$ cat src/rtl/cmp_minmax_seq.sv
// Frame-based min/max tracker. One shared unsigned comparator is time-multiplexed:
// each accepted sample is compared against the running max, then against the running min.
module cmp_minmax_seq #(
   parameter int W     = 16,
   parameter int CNT_W = 8
) (
   input  logic             clk,
   input  logic             rst,
   input  logic             in_valid,
   output logic             in_ready,
   input  logic [W-1:0]     in_data,
   input  logic             in_last,
   output logic             out_valid,
   input  logic             out_ready,
   output logic [W-1:0]     out_max,
   output logic [W-1:0]     out_min,
   output logic [CNT_W-1:0] out_max_idx,
   output logic [CNT_W-1:0] out_min_idx,
   output logic [CNT_W:0]   out_count,
   output logic             out_trunc,
   output logic             busy
);

   // Handshakes: a transfer happens on the rising edge where valid and ready are both
   // high. in_ready and out_valid are registered and depend only on the state, so a
   // producer or consumer never sees them change combinationally with its own signals.

   typedef enum logic [1:0] {
      ACCEPT  = 2'd0,
      CMP_MAX = 2'd1,
      CMP_MIN = 2'd2,
      DONE    = 2'd3
   } state_t;

   localparam logic [CNT_W-1:0] IDX_MAX = '1;

   state_t             state_q, state_d;
   logic               first_q, first_d;
   logic [CNT_W-1:0]   idx_q, idx_d;
   logic [W-1:0]       hold_q, hold_d;
   logic               last_q, last_d;
   logic [W-1:0]       max_q, max_d;
   logic [W-1:0]       min_q, min_d;
   logic [CNT_W-1:0]   max_idx_q, max_idx_d;
   logic [CNT_W-1:0]   min_idx_q, min_idx_d;
   logic [CNT_W:0]     count_q, count_d;
   logic               trunc_q, trunc_d;
   logic               in_ready_q, in_ready_d;
   logic               out_valid_q, out_valid_d;
   logic               busy_q, busy_d;

   // Single comparator: one operand mux, one subtractor; the borrow gives hold > ref,
   // a non-zero difference without borrow gives hold < ref.
   logic [W-1:0]       cmp_ref;
   logic [W:0]         cmp_diff;
   logic               hold_gt;
   logic               hold_lt;

   always_comb begin
      cmp_ref  = (state_q == CMP_MAX) ? max_q : min_q;
      cmp_diff = {1'b0, cmp_ref} - {1'b0, hold_q};
      hold_gt  = cmp_diff[W];
      hold_lt  = !cmp_diff[W] && (cmp_diff[W-1:0] != '0);
   end

   always_comb begin
      state_d   = state_q;
      first_d   = first_q;
      idx_d     = idx_q;
      hold_d    = hold_q;
      last_d    = last_q;
      max_d     = max_q;
      min_d     = min_q;
      max_idx_d = max_idx_q;
      min_idx_d = min_idx_q;
      count_d   = count_q;
      trunc_d   = trunc_q;

      case (state_q)
         ACCEPT: begin
            if (in_valid && in_ready_q) begin
               hold_d  = in_data;
               last_d  = in_last || (idx_q == IDX_MAX);
               trunc_d = !in_last && (idx_q == IDX_MAX);
               if (first_q) begin
                  max_d     = in_data;
                  min_d     = in_data;
                  max_idx_d = '0;
                  min_idx_d = '0;
                  count_d   = (CNT_W+1)'(1);
                  first_d   = 1'b0;
                  if (in_last || (idx_q == IDX_MAX)) begin
                     state_d = DONE;
                  end else begin
                     // The first sample skips the comparator, so it advances idx itself.
                     idx_d = idx_q + CNT_W'(1);
                  end
               end else begin
                  count_d = count_q + (CNT_W+1)'(1);
                  state_d = CMP_MAX;
               end
            end
         end

         CMP_MAX: begin
            if (hold_gt) begin
               max_d     = hold_q;
               max_idx_d = idx_q;
            end
            state_d = CMP_MIN;
         end

         CMP_MIN: begin
            if (hold_lt) begin
               min_d     = hold_q;
               min_idx_d = idx_q;
            end
            idx_d   = idx_q + CNT_W'(1);
            state_d = last_q ? DONE : ACCEPT;
         end

         DONE: begin
            if (out_ready) begin
               first_d = 1'b1;
               idx_d   = '0;
               trunc_d = 1'b0;
               state_d = ACCEPT;
            end
         end

         default: state_d = ACCEPT;
      endcase

      in_ready_d  = (state_d == ACCEPT);
      out_valid_d = (state_d == DONE);
      busy_d      = (state_d != ACCEPT);
   end

   always_ff @(posedge clk or posedge rst) begin
      if (rst) begin
         state_q     <= ACCEPT;
         first_q     <= 1'b1;
         idx_q       <= '0;
         hold_q      <= '0;
         last_q      <= 1'b0;
         max_q       <= '0;
         min_q       <= '0;
         max_idx_q   <= '0;
         min_idx_q   <= '0;
         count_q     <= '0;
         trunc_q     <= 1'b0;
         in_ready_q  <= 1'b1;
         out_valid_q <= 1'b0;
         busy_q      <= 1'b0;
      end else begin
         state_q     <= state_d;
         first_q     <= first_d;
         idx_q       <= idx_d;
         hold_q      <= hold_d;
         last_q      <= last_d;
         max_q       <= max_d;
         min_q       <= min_d;
         max_idx_q   <= max_idx_d;
         min_idx_q   <= min_idx_d;
         count_q     <= count_d;
         trunc_q     <= trunc_d;
         in_ready_q  <= in_ready_d;
         out_valid_q <= out_valid_d;
         busy_q      <= busy_d;
      end
   end

   assign in_ready    = in_ready_q;
   assign out_valid   = out_valid_q;
   assign busy        = busy_q;
   assign out_max     = max_q;
   assign out_min     = min_q;
   assign out_max_idx = max_idx_q;
   assign out_min_idx = min_idx_q;
   assign out_count   = count_q;
   assign out_trunc   = trunc_q;

endmodule

$ cat config.mk
export PLATFORM = sky130hd
export DESIGN_NAME = cmp_minmax_seq
export DESIGN_NICKNAME = d
export VERILOG_FILES = /design/src/rtl/cmp_minmax_seq.sv
export SDC_FILE = /design/constraint.sdc
export NUM_CORES = 1
export LEC_CHECK = 0
export BUFFER_PORTS_ARGS = -buffer_cell sky130_fd_sc_hd__buf_2
export CORE_MARGIN = 3
export CORE_UTILIZATION = 40
export CTS_BUF_LIST = sky130_fd_sc_hd__clkbuf_4 sky130_fd_sc_hd__clkbuf_8 sky130_fd_sc_hd__clkbuf_16
export DETAILED_ROUTE_END_ITERATION = 10
export GPL_ROUTABILITY_DRIVEN = 0
export GPL_TIMING_DRIVEN = 0
export PLACE_DENSITY_LB_ADDON = 0.2
export SKIP_CTS_REPAIR_TIMING = 1
export SLEW_MARGIN = 10
export SYNTH_ARGS = -nofsm -noshare
export SYNTH_HDL_FRONTEND = slang
export SYNTH_SLANG_ARGS = --single-unit
$ cat constraint.sdc
create_clock -name clk -period 4.45 [get_ports clk]
set_clock_uncertainty 0.05 [all_clocks]
set_input_delay 0.445 -clock clk [delete_from_list [all_inputs] [get_ports clk]]
set_output_delay 0.445 -clock clk [all_outputs]
set_load 0.01 [all_outputs]
Word-level counts from Yosys, hierarchy flattened
Index checks and enable logic that the tools add are counted.
W data, S select, Z words.
Word-level totals
  register bits: 89
  output and inout bits: 61
  input port bits: 21
  word-level logic and storage cells: 78
Cells by class
  add/sub/neg operators: 3
  muxes and demuxes: 31
  equality and inequality tests: 11
  reduce and logical (&&, ||, !) cells: 19
Operators with widths (count)
  $mux W16: 5
  $mux W8: 8
  $pmux W16 S2: 2
  $pmux W8 S2: 2
  $pmux W8 S3: 1
  $sub A16 B16 Y17: 1
  $reduce_bool A16 Y1: 1
  $ne A2 B2 Y1 const B: 6
  $mux W2: 5
  $add A9 B1 Y9 const B: 1
  $mux W9: 1
  $add A8 B1 Y8 const B: 1
  $eq A8 B8 Y1 const B: 1
  $pmux W2 S4: 1
  $reduce_and A4 Y1: 2
  $reduce_bool A2 Y1: 4
  $eq A2 B2 Y1 const B: 3
  $reduce_and A5 Y1: 1
  $logic_not A2 Y1: 2
  $mux W1: 4
  $pmux W1 S2: 2
  $logic_and A1 B1 Y1: 3
  $reduce_and A3 Y1: 1
  $reduce_bool A3 Y1: 1
  4 further kinds: 5

Logic depth before layout (Yosys ltp)
Gate-level depths: netlist of the first run.
  depth after elaboration: 7
  depth in mapped cells: 18
  mapped depth without buffers: 13

Least setup slack after synthesis of the first run
Ideal clock, no wire load.
  kind: register -> register
  from: register state_q[0]
  to: register min_q[15] (netlist: out_min[15])
  slack: 0.440 ns
  cell stages (with the launch flop): 17
  setup time: 0.123 ns
  data required time: 4.277 ns
  clock period less this slack: 4.010 ns
  arrival: 3.837 ns
  cell sequence: dfrtp_1 clkbuf_1 nor2b_1 clkbuf_1 mux2i_1 ha_1 inv_1 fa_1 a21oi_2 o21a_1 mux2i_1 or4_4 a2111oi_4 o2111a_1 a2bb2oi_2 buf_6 o221a_1
On the way
  cells in the longest elaborated chain, start to end: 7
Ends and longest elaborated chain
  start, declared: line 37  | state_t state_q, state_d;
  start signal, assigned: line 156  | state_q <= state_d;
  $eq A2 B1 Y1: line 60  | cmp_ref = (state_q == CMP_MAX) ? max_q : min_q;
  $mux W16: line 60
  $sub A16 B16 Y17: line 61  | cmp_diff = {1'b0, cmp_ref} - {1'b0, hold_q};
  $reduce_bool A16 Y1 or $logic_not A1 Y1 (tied branches): line 63  | hold_lt = !cmp_diff[W] && (cmp_diff[W-1:0] != '0);
  $logic_and A1 B1 Y1: line 63
  $ne A2 B2 Y1 (no line)
  $reduce_and A4 Y1 (no line)
  end signal, assigned: line 162  | min_q <= min_d;
  end, declared: line 43  | logic [W-1:0] min_q, min_d;
Parallel ways exist; a longest one is shown, timed or not.
A chain may end at the register's enable or synchronous reset.

Worst setup path after layout of the first run
  from: register state_q[0]
  to: register min_q[7] (netlist: out_min[7])
The elaborated chain is that of the path after synthesis.

==> flow_summary.ini, run 1 <==
[status]
status = completed

[placement]
portBuffers = 81
hpwl_mm = 10.5
pre_cts_ws_ns = -0.622
place_inst = 843

[critical_path]
reg2reg_depth = 15
arrival_ns = 4.38
cp_slowest_stage_delay_ns = 0.54
cp_max_fo = 10
cpLargestDelayFamily = compound AO/OA/AOI/OAI gates
crit_path_end_kind = flip-flop
crit_buf_inv = 3
cp_slowest_cell = or4_4
cp.required_ns = 4.64
path_cells = nor2b_2 > buf_4 > mux2i_1 > ha_1 > inv_1 > fa_1 > a21oi_4 > o21a_1 > mux2i_1 > or4_4 > a2111oi_4 > o2111a_1 > a2bb2oi_2 > buf_6 > o221a_1
path_depth = 15
path_class = reg -> reg
cpMostUsedCell = mux2i_1
ff2ff_setup_slack_ns = 0.26
cp-start-kind = flip-flop

[routing]
viasPerCell = 5.38
drc = 0
wire_per_inst_microns = 17.0
wl_mm = 14.5
postRouteAntennaNets = 0
first_pass_iters = 8
via_count = 4612
drt_iter0_markers = 299

[power_and_ir_drop]
switching_share_pct = 47.0
intPower_mw = 3.05
power.share.sequential_pct = 25.0
p_leak_nw = 2.90
p_clk_share_pct = 13.7
p_comb_share_pct = 61.3
peakVddDrop_v = 0.000357
p_sw_mw = 2.70
power_density_nw_per_um2 = 942

[sta]
layout_setup_ws_ns = 0.256
slew_headroom_pct = 50.3
rsz0062_at_grt = false
finalSetupViolCount = 0
fmax_ghz = 0.238
fin_crit_sh_pct = 94.2
hold_viol = 0
worstMarginPinSlew_ns = 0.746
period_needed_ns = 4.19
whs_ns = 0.0700
drv_slew = 0

[clock_tree]
cts_max_path_buffers = 2
htreeDepth = 3
cts_tree = built
cts-root-buf = clkbuf_16
worstSkewPairLatency_ns = 0.35
cts_buffers = 9
cts.sinks = 89
path_clk_slew_ns = 0.07

[logic_synthesis]
synthCells = 593
yosysWarningCount = 0
synthDistinctLibCells = 62
synth-edff-count = 0
ys_seq_area_share_pct = 43.4
ys.flop_type = dfrtp_1
synth_seq_cells = 89
synthArstFlopShare_pct = 100
syn_avg_cell_area_sq_um = 8.66
synth_area_sq_um = 5130
syn_nets = 633

[finish]
syn_to_final_growth_pct = 19.0
drive_gt1_share_pct = 21.6
num_antenna_cells = 0
layout_common_cells = 132 x nand2_1, 85 x dfrtp_1, 84 x buf_2
finalNonFillerCells = 857
fin_nets = 724
fill_cells = 1204
post-route-util_pct = 49.8
mostFrequentLayoutCell = nand2_1

[worst_hold_path]
hold_class = in -> async

[floorplanning]
dieArea_sq_um = 14200
rows = 40
io_pins = 82
initial_core_util_pct = 41.9
fp.dieH_microns = 119
core-area_sq_um = 12300
fp.dieW_microns = 119

[global_routing]
grt_pass1_wl_mm = 23.7
grt_pass1_vias = 4709
grt_use_total_pct = 21.1
grt_overflow = 0
grt_max_degree = 55
antenna_found_initial = 0

[flow_run]
drv_cap = 0
## area by class of cell
cell class	instances	area (sq um)	share of cell area (%)
plain buffers	31	174	2.85
clock buffers	10	239	3.91
clock inverters	6	67.6	1.11
inverters	44	168	2.75
multi-input cells	427	2580	42.3
flip-flops and latches	89	2230	36.6
well taps	168	210	3.44
repair buffers	82	433	7.09
## per-layer routing
| metal | global-route usage [%] | vias up | share of wire [%] |
|---|---|---|---|
| met5 | 0 | - | 0 |
| met2 | 36.3 | 128 | 50 |
| li1 | - | 2216 | - |
| met4 | 8.04 | 0 | 1.7 |
| met3 | 4.32 | 21 | 6.9 |
| met1 | 25.9 | 2247 | 41 |
## state kept, by name (all words and copies together), names as in the netlist, 2 cells and up
register / flops
out_min: 16
hold_q: 16
out_max: 16
out_count: 9
out_max_idx: 8
out_min_idx: 8
idx_q: 8
state_q: 2
## power groups by stage
stage	clock [mW]	sequential (mW)	combinational (mW)
5_1_grt	0.833	1.48	3.92
3_5_place_dp	0	1.42	3.49
3_3_place_gp	0	1.41	3.43
6_report	0.789	1.44	3.53
4_1_cts	0.801	1.41	3.51
2_1_floorplan	0	1.48	2.47
## worst paths after layout
path / from / to
setup / recovery: state_q[0] / out_min[7]
hold / removal: rst / out_count[0]
setup reg to reg: state_q[0] / out_min[7]
hold reg to reg: last_q / last_q
max in group asynchronous: rst / in_ready
min in group clk: in_last / out_trunc
## kinds of logic (layout without fill, tap and decap cells)
family,after synthesis,in the layout,share of synthesized area (%)
fa+ha+maj,19,19,4.78
mux,12,12,2.36
compound gates,132,132,19.2
buf+inv,77,173,6.44
simple gates,252,252,21.8
xor+xnor,12,12,2.05
flops,89,89,43.4
## through the flow
| stage | cell area [sq um] | setup TNS (ns) | power [mW] |
|---|---|---|---|
| 2_1_floorplan | 5130 | 0 | 3.94 |
| 3_3_place_gp | 5750 | -12.49 | 4.84 |
| 3_5_place_dp | 5780 | -17.86 | 4.92 |
| 4_1_cts | 6080 | -17.98 | 5.72 |
| 5_1_grt | 6110 | 0 | 6.24 |
| 6_report | 6110 | 0 | 5.75 |
## cell usage after synthesis (4+ instances only)
library cell / instances / share of area [%]
inv_1: 44 / 3.2
a31oi_1: 18 / 2.2
and3_1: 5 / 0.61
dfrtp_1: 87 / 42
nand2b_1: 19 / 2.3
nor2_1: 54 / 3.9
o221a_1: 10 / 2.2
nor3_1: 5 / 0.49
ha_1: 18 / 4.4
buf_6: 4 / 0.88
buf_2: 5 / 0.49
nand2_1: 132 / 9.7
o21ai_0: 34 / 3.3
a21oi_1: 12 / 1.2
nor2b_1: 4 / 0.49
a21o_1: 5 / 0.73
o221a_2: 7 / 1.5
nand4_1: 4 / 0.49
xor2_1: 6 / 1.0
xnor2_1: 6 / 1.0
nand3_1: 12 / 1.2
o21a_1: 4 / 0.59
mux2i_1: 11 / 2.1
clkbuf_1: 21 / 1.5
a31o_2: 8 / 1.4
(Power assumes the default switching activity.)
==> inputs of run 2 (changes only) <==
--- a/config.mk
+++ b/config.mk
@@ -12,6 +12,7 @@
 export DETAILED_ROUTE_END_ITERATION = 10
 export GPL_ROUTABILITY_DRIVEN = 0
 export GPL_TIMING_DRIVEN = 0
+export HOLD_SLACK_MARGIN = 0.12
 export PLACE_DENSITY_LB_ADDON = 0.2
 export SKIP_CTS_REPAIR_TIMING = 1
 export SLEW_MARGIN = 10
==> constraint.sdc (replaced) <==
create_clock -name clk -period 3.9 [get_ports clk]
set_clock_uncertainty 0.05 [all_clocks]
set_input_delay 0.39 -clock clk [delete_from_list [all_inputs] [get_ports clk]]
set_output_delay 0.39 -clock clk [all_outputs]
set_load 0.01 [all_outputs]
==> run 2 against run 1 <==
Effect of this change:
- via count increased by 3.3%
- flip-flop and latch count unchanged
- hold slack improved by 0.13 ns
- first-iteration DRC count increased by 2.0%
- sequential share of layout area decreased by 1.6 points
- design area increased by 4.5%
==> flow_summary.ini, run 2 (synthesis gave the netlist of run 1 again) <==
[status]
status = completed

[critical_path]
worstSetupStartpoint = state_q[1]
path_class = reg -> reg
cp.required_ns = 4.09
reg2reg_to = out_min[5]
arrival_ns = 4.01
reg2reg_depth = 16
reg2reg_from = state_q[1]
cp-start-kind = flip-flop
ff2ff_setup_slack_ns = 0.08
endpoint = out_min[5]
crit_path_end_kind = flip-flop
cp_max_fo = 7

[floorplanning]
io_pins = 82
fp.dieH_microns = 119
core-area_sq_um = 12300
initial_core_util_pct = 41.9
fp.dieW_microns = 119
rows = 40
dieArea_sq_um = 14200

[sta]
fmax_ghz = 0.262
hold_viol = 0
drv_slew = 0
slew_headroom_pct = 49.2
tns_ns = 0
finalSetupViolCount = 0
period_needed_ns = 3.82
fin_crit_sh_pct = 98.0
worstMarginPinSlew_ns = 0.762

[global_routing]
grt_pass1_vias = 4654
grt_overflow = 0
antenna_found_initial = 0
grt_max_degree = 60
grt_pass1_wl_mm = 24.2
grt_use_total_pct = 21.7

[clock_tree]
cts-root-buf = clkbuf_16
cts_tree = built
cts_max_path_buffers = 2
cts_buffers = 9
path_clk_slew_ns = 0.06
worstSkewPairLatency_ns = 0.35
cts.sinks = 89
htreeDepth = 3

[flow_run]
drv_cap = 0

[finish]
syn_to_final_growth_pct = 24.3
fill_cells = 1198
post-route-util_pct = 52.0
mostFrequentLayoutCell = nand2_1
fin_nets = 741
num_antenna_cells = 0
finalNonFillerCells = 874
layout_common_cells = 132 x nand2_1, 86 x dfrtp_1, 84 x buf_2
drive_gt1_share_pct = 24.8

[routing]
via_count = 4762
wl_mm = 15.1
wire_per_inst_microns = 17.3
viasPerCell = 5.45
first_pass_iters = 5
drc = 0
postRouteAntennaNets = 0
drt_iter0_markers = 305

[placement]
portBuffers = 81
hpwl_mm = 10.5
place_inst = 843

[worst_hold_path]
hold_class = in -> reg
whs_path_depth = 2

[power_and_ir_drop]
p_leak_nw = 3.04
power_mw = 7.08
p_sw_mw = 3.25
intPower_mw = 3.83
switching_share_pct = 45.8
power.share.sequential_pct = 23.1
power_density_nw_per_um2 = 1110
p_clk_share_pct = 14.9
p_comb_share_pct = 62.1
peakVddDrop_v = 0.000365
run 2: cell count changes in the layout (fill, tap and decap cells not counted), sizes merged:
| cell | change |
|---|---|
| clkbuf | -1 |
| clkinvlp | -2 |
| dlygate4sd3 | +1 |
| bufinv | +2 |
| buf | +19 |
| clkinv | -2 |
run 2: stage by stage:
step | area (sq um) | setup WS, ns | hold WS [ns]
CTS | 6140 | -0.913 | 0.00447
detailed placement | 5780 | -0.889 | 0.379
finish | 6380 | 0.0764 | 0.197
global route | 6380 | -0.0412 | 0.211
global placement | 5750 | -0.766 | 0.420
floorplan | 5130 | 0.0665 | 0.400
run 2: final cells by class:
cell class	instances	area (sq um)	share of cell area, %
plain buffers	31	196	3.08
clock buffers	12	260	4.08
clock inverters	4	98.8	1.55
inverters	44	168	2.63
multi-input cells	427	2650	41.6
flip-flops and latches	89	2230	35.0
well taps	168	210	3.30
repair buffers	99	563	8.83
run 2: critical path, cell delays in order, from the launching register on:
cell       delay [ns]
dfrtp_2          0.47
nor2b_4          0.18
buf_8            0.12
mux2i_2          0.21
ha_2             0.20
inv_1            0.06
fa_2             0.40
a21oi_4          0.21
buf_4            0.15
o221ai_2         0.11
mux2i_1          0.18
nand4_1          0.17
a2111oi_4        0.37
o2111a_1         0.29
a2bb2oi_4        0.11
buf_4            0.20
o221a_1          0.23
run 2: worst min path at each step:
| stage | startpoint | to |
|---|---|---|
| 3_5_place_dp | rst | out_count[2] |
| 5_1_grt | in_last | out_trunc |
| 3_3_place_gp | last_q | last_q |
| 2_1_floorplan | last_q | last_q |
| 4_1_cts | rst | out_count[2] |
| 6_report | in_last | out_trunc |
run 2: power by group through the flow:
stage | combinational (mW) | clock (mW) | sequential [mW]
6_report | 4.39 | 1.05 | 1.63
4_1_cts | 4.01 | 1.06 | 1.62
3_5_place_dp | 3.99 | 0 | 1.62
2_1_floorplan | 2.81 | 0 | 1.69
3_3_place_gp | 3.91 | 0 | 1.61
5_1_grt | 4.86 | 1.10 | 1.68
run 2: metal layers:
| layer | share of wire (%) | track usage [%] | vias up | wire length [microns] |
|---|---|---|---|---|
| met5 | 0 | 0 | - | 0 |
| met2 | 49 | 36.9 | 153 | 7470 |
| met1 | 42 | 27.4 | 2336 | 6340 |
| met3 | 6.9 | 4.32 | 23 | 1040 |
| li1 | - | - | 2250 | - |
| met4 | 1.8 | 7.46 | 0 | 276 |
